[src/rtl/iir_biquad_sequencer.sv]
// iir_biquad_sequencer
// Time-multiplexed direct-form-I biquad controller. It presents one
// coefficient/data pair per cycle to an external combinational sign-magnitude
// Q7.8 multiplier, accumulates the returned products, saturates the sum and
// emits one filtered sample. It also holds the x/y delay lines.
//
// state | meaning
// IDLE  | ready=1, multiplier operands forced to 0, waiting for a sample
// MAC   | term k (0..4) on the multiplier, product accumulated each edge
//
// Ports:
//   clk, reset            clock, synchronous active-high reset
//   sample_in/_valid      input sample x[n] and its valid flag
//   ready                 high in IDLE; accept on sample_valid && ready
//   b0,b1,b2,a1,a2        coefficients (sign-magnitude Q7.8)
//   mult_a, mult_b        coefficient and data operands to the multiplier
//   mult_p                saturated multiplier product (same cycle)
//   y_out, y_valid        filtered sample and its one-cycle strobe
module iir_biquad_sequencer #(
  parameter int NTAPS = 5
) (
  input  logic        clk,
  input  logic        reset,
  input  logic [15:0] sample_in,
  input  logic        sample_valid,
  output logic        ready,
  input  logic [15:0] b0,
  input  logic [15:0] b1,
  input  logic [15:0] b2,
  input  logic [15:0] a1,
  input  logic [15:0] a2,
  output logic [15:0] mult_a,
  output logic [15:0] mult_b,
  input  logic [15:0] mult_p,
  output logic [15:0] y_out,
  output logic        y_valid
);

  localparam logic [2:0] KLAST = 3'(NTAPS - 1);

  typedef enum logic {IDLE, MAC} state_t;

  state_t             state, state_nxt;
  logic [2:0]         k;
  logic [15:0]        x, x1, x2, y1, y2;
  logic signed [18:0] acc;
  logic signed [18:0] term;
  logic signed [18:0] sum;
  logic signed [18:0] neg;
  logic [18:0]        mag;
  logic               term_neg;
  logic [15:0]        y_sat;

  assign ready = (state == IDLE);

  // operand decode; IDLE keeps the multiplier inputs quiet
  always_comb begin
    mult_a = 16'h0000;
    mult_b = 16'h0000;
    if (state == MAC) begin
      case (k)
        3'd0:    begin mult_a = b0; mult_b = x;  end
        3'd1:    begin mult_a = b1; mult_b = x1; end
        3'd2:    begin mult_a = b2; mult_b = x2; end
        3'd3:    begin mult_a = a1; mult_b = y1; end
        3'd4:    begin mult_a = a2; mult_b = y2; end
        default: begin mult_a = 16'h0000; mult_b = 16'h0000; end
      endcase
    end
  end

  // feedback terms are subtracted by flipping the product sign;
  // negative zero falls out as 0 because only the magnitude is negated
  always_comb begin
    term_neg = mult_p[15] ^ (k >= 3'd3);
    mag      = {4'b0000, mult_p[14:0]};
    term     = term_neg ? -$signed(mag) : $signed(mag);
    sum      = acc + term;
    neg      = -sum;
    if (sum > 19'sd32767)
      y_sat = 16'h7FFF;
    else if (sum < -19'sd32767)
      y_sat = 16'hFFFF;
    else if (sum == 19'sd0)
      y_sat = 16'h0000;
    else if (sum < 19'sd0)
      y_sat = {1'b1, neg[14:0]};
    else
      y_sat = {1'b0, sum[14:0]};
  end

  always_comb begin
    state_nxt = state;
    case (state)
      IDLE:    if (sample_valid) state_nxt = MAC;
      MAC:     if (k == KLAST) state_nxt = IDLE;
      default: state_nxt = IDLE;
    endcase
  end

  always_ff @(posedge clk) begin
    if (reset) begin
      state   <= IDLE;
      k       <= 3'd0;
      acc     <= '0;
      x       <= 16'h0000;
      x1      <= 16'h0000;
      x2      <= 16'h0000;
      y1      <= 16'h0000;
      y2      <= 16'h0000;
      y_out   <= 16'h0000;
      y_valid <= 1'b0;
    end else begin
      state   <= state_nxt;
      y_valid <= 1'b0;
      case (state)
        IDLE: begin
          if (sample_valid) begin
            x   <= sample_in;
            acc <= '0;
            k   <= 3'd0;
          end
        end
        MAC: begin
          acc <= sum;
          if (k == KLAST) begin
            k       <= 3'd0;
            y_out   <= y_sat;
            y_valid <= 1'b1;
            x2      <= x1;
            x1      <= x;
            y2      <= y1;
            y1      <= y_sat;
          end else begin
            k <= k + 3'd1;
          end
        end
        default: k <= 3'd0;
      endcase
    end
  end

endmodule

[config.mk]
export PLATFORM = sky130hd
export DESIGN_NAME = iir_biquad_sequencer
export DESIGN_NICKNAME = d
export VERILOG_FILES = /design/src/rtl/iir_biquad_sequencer.sv
export SDC_FILE = /design/constraint.sdc
export NUM_CORES = 1
export LEC_CHECK = 0
export CAP_MARGIN = 0
export CORE_UTILIZATION = 45
export DETAILED_ROUTE_END_ITERATION = 6
export PLACE_DENSITY = 0.75
export SLEW_MARGIN = 0
export SYNTH_ARGS = -nofsm -noshare
export SYNTH_HDL_FRONTEND = slang
export SYNTH_SLANG_ARGS = --single-unit
[constraint.sdc]
create_clock -name clk -period 6.1 [get_ports clk]
set_input_delay 0.61 -clock clk [delete_from_list [all_inputs] [get_ports clk]]
set_output_delay 0.61 -clock clk [all_outputs]
set_load 0.05 [all_outputs]
==> flow_summary.json <==
{
  "wl_met3_mm": 1.82,
  "cts_setup_buffers": 0,
  "status": "finished clean",
  "ys_ff_latch": 104,
  "final_min_period_over_clock_period_pct": 85.8,
  "finalNonFillerCells": 1075,
  "synth_top_area_cell": "dfxtp_1",
  "cp-end-kind": "register",
  "first_pass_iters": 5,
  "grt_pass1_vias": 6478,
  "placed_area_um2": 8110,
  "clock_path_buffers": 2,
  "fin_worst_skew_ns": 0.00966,
  "fp.dieW_um": 121,
  "place_ws_ns": 0.811,
  "synthDistinctLibCells": 73,
  "slew-limit-headroom_pct": 19.3,
  "port_buffers": 164,
  "ctsResizeCount": 0,
  "slew_violations": 0,
  "critPathLaunchType": "register",
  "coreArea_um2": 13800,
  "cts_sinks": 104,
  "track_usage_pct": 27.6,
  "top_layer": "met4",
  "final.setup.tns_ns": 0,
  "met2_length_mm": 9.88,
  "diodes": 0,
  "worstMarginPinSlew_ns": 1.21,
  "cap_violations": 0,
  "clkPwrFrac_pct": 29.6,
  "critPathRequiredTime_ns": 6.34,
  "grt_pass1_wl_mm": 31.9,
  "critPathMaxFanout": 16,
  "power.internal_mw": 1.25,
  "num_vias": 6688,
  "critPathKind": "reg2reg",
  "htree_levels": 3,
  "syn_area_um2": 6370,
  "ys_seq_area_share_pct": 32.7,
  "tritoncts": "built",
  "root_buffer": "clkbuf_16",
  "combPwrFrac_pct": 33.5,
  "synth_area_leaders": "dfxtp_1, a22o_1, a22oi_1",
  "drt-total-wl_mm": 20.5,
  "setup_slack_ns": 0.864,
  "synth_warnings": 0,
  "cpMostUsedCell": "ha_1",
  "clock_latency_ns": 0.36,
  "cts_hold_buf": 0,
  "critical_path.max_stage_delay_ns": 0.54,
  "pwr-share-seq_pct": 36.8,
  "wl_per_cell_um": 19.1,
  "async_reset_ff_share_pct": 0,
  "synth_edf_count": 0,
  "antenna_found_initial": 0,
  "hold_path.class": "reg2reg",
  "switchingPower_uw": 680,
  "dp_hpwl_mm": 14.4,
  "powerDensity_nw_per_um2": 229,
  "worstPathCellList": "clkinv_1 -> ha_1 -> a211oi_2 -> xnor2_2 -> o31ai_1 -> xnor2_1 -> ha_1 -> a211oi_1 -> o21bai_1 -> o21ai_0 -> and2_1 -> and4bb_1 -> a31oi_1 -> xor2_1 -> a221o_1",
  "grt_remaining_overflow": 0,
  "gp_congestion": 1.01,
  "place_inst": 1059,
  "drcViolationCount": 0,
  "start_util_pct": 46.1,
  "fin_area_um2": 8400,
  "drive_above_1_share_pct": 5.70,
  "p_leak_nw": 3.13,
  "syn_inst": 762,
  "timing.hold.ws_ns": 0.473,
  "cts.clk_slew.worst_paths_ns": 0.08,
  "yosysTopAreaCellShare_pct": 32.7,
  "synth_ff_type": "dfxtp_1",
  "wl_met1_mm": 8.34,
  "setup_violations": 0,
  "viasPerCell": 6.22,
  "syn_area_per_cell_um2": 8.36,
  "nNetsFinal": 1032,
  "p_sw_share_pct": 35.3,
  "peakVddDrop_v": 0.000189,
  "hold_viol": 0,
  "grt_start_max_net_pins": 62,
  "fmax_mhz": 191,
  "area_delta_synth_final_pct": 31.9,
  "die_height_um": 121,
  "numCtsBuffers": 9,
  "synth_nets": 904,
  "antenna_left": 0,
  "fin_util_pct": 60.8,
  "ios": 165,
  "cp.arrival_ns": 5.48,
  "die_area_um2": 14600,
  "min_period_ns": 5.24,
  "rsz0062_at_grt": "false",
  "num_rows": 43,
  "finalPower_mw": 1.93,
  "drt_iter0_markers": 712,
  "slowest_stage": "o21ai_0"
}
==> cells by family after synthesis <==
logic type	after synthesis	share of synthesized area, %
muxes	2	0.334
buffers and inverters	72	4.50
and+or+nand+nor	222	16.6
adders and majority gates	27	5.42
AOI/OAI and AO/OA	297	34.9
DFF	104	32.7
xor gates and xnor gates	38	5.58
==> cells in the mapped netlist, types with 12 or more instances <==
cell,number
dfxtp_1,104
nand2_1,90
a21oi_1,60
a22o_1,55
clkbuf_1,54
nor2_1,52
a22oi_1,51
a31oi_1,34
ha_1,26
xnor2_1,24
and3_1,17
a221o_1,14
inv_1,12
==> placed cells by master (no fill, tap or decap), drive strengths merged, types with 4 or more instances in the layout <==
| cell type | synthesis | layout |
|---|---|---|
| a211oi | 7 | 7 |
| a21o | 5 | 5 |
| a21oi | 60 | 60 |
| a221o | 14 | 14 |
| a222oi | 7 | 7 |
| a22o | 55 | 55 |
| a22oi | 51 | 51 |
| a31oi | 34 | 34 |
| and2 | 7 | 7 |
| and3 | 17 | 17 |
| buf | 4 | 11 |
| clkbuf | 54 | 9 |
| clkdlybuf4s50 | 0 | 164 |
| clkinv | 2 | 5 |
| dfxtp | 104 | 104 |
| ha | 26 | 26 |
| inv | 12 | 14 |
| nand2 | 90 | 90 |
| nand3 | 11 | 11 |
| nand4 | 5 | 5 |
| nor2 | 53 | 53 |
| nor2b | 5 | 5 |
| nor3 | 8 | 8 |
| nor4 | 6 | 6 |
| o211ai | 4 | 4 |
| o21a | 10 | 10 |
| o21ai | 18 | 18 |
| o31ai | 5 | 5 |
| o41ai | 4 | 4 |
| xnor2 | 27 | 27 |
| xor2 | 11 | 11 |
==> power by group through the flow <==
stage,clock network [mW],logic [mW],registers [mW]
after global routing,0.610,0.697,0.712
after floorplan,0,0.433,0.722
after detailed placement,0,0.633,0.725
after global placement,0,0.616,0.725
after CTS,0.584,0.636,0.709
final,0.571,0.646,0.710
==> worst paths after layout <==
kind | cells past startpoint | from | to | slack (ns)
worst max-delay path | 15 | k[2] | y1[14] | 0.86
worst min-delay path | 2 | x[12] | x[12] | 0.47
worst max register to register | 15 | k[2] | y1[14] | 0.86
worst min register to register | 2 | x[12] | x[12] | 0.47
==> final cells by class <==
type / instances / area, um^2
fillers: 1175 / 5420
clock inverters: 7 / 67.6
well taps: 180 / 225
clock buffers: 9 / 225
multi-input cells: 586 / 4030
flip-flops and latches: 104 / 2080
inverters: 14 / 52.6
repair buffers: 175 / 1720
==> state kept, by name, summed over array words and instances, names as in the netlist <==
signal	count
y1	16
acc	19
state	1
x	16
y_valid	1
x2	16
x1	16
k	3
y2	16
==> layer usage <==
metal / track usage [%] / vias to the layer above
met5: 0 / -
met4: 10.7 / 0
met3: 6.48 / 39
met2: 49.4 / 331
met1: 31.6 / 3162
li1: - / 3156
==> worst max-delay path, delay by kind of cell, from the launching register on <==
family | cells | cell delay [ns]
XOR/XNOR | 3 | 0.59
adder cells (fa/ha/maj) | 2 | 0.77
flip-flops | 1 | 0.50
AND/OR/NAND/NOR | 2 | 0.55
AO/OA/AOI/OAI | 7 | 2.41
buffers and inverters | 1 | 0.30
Power figures use the tool's default switching activity.
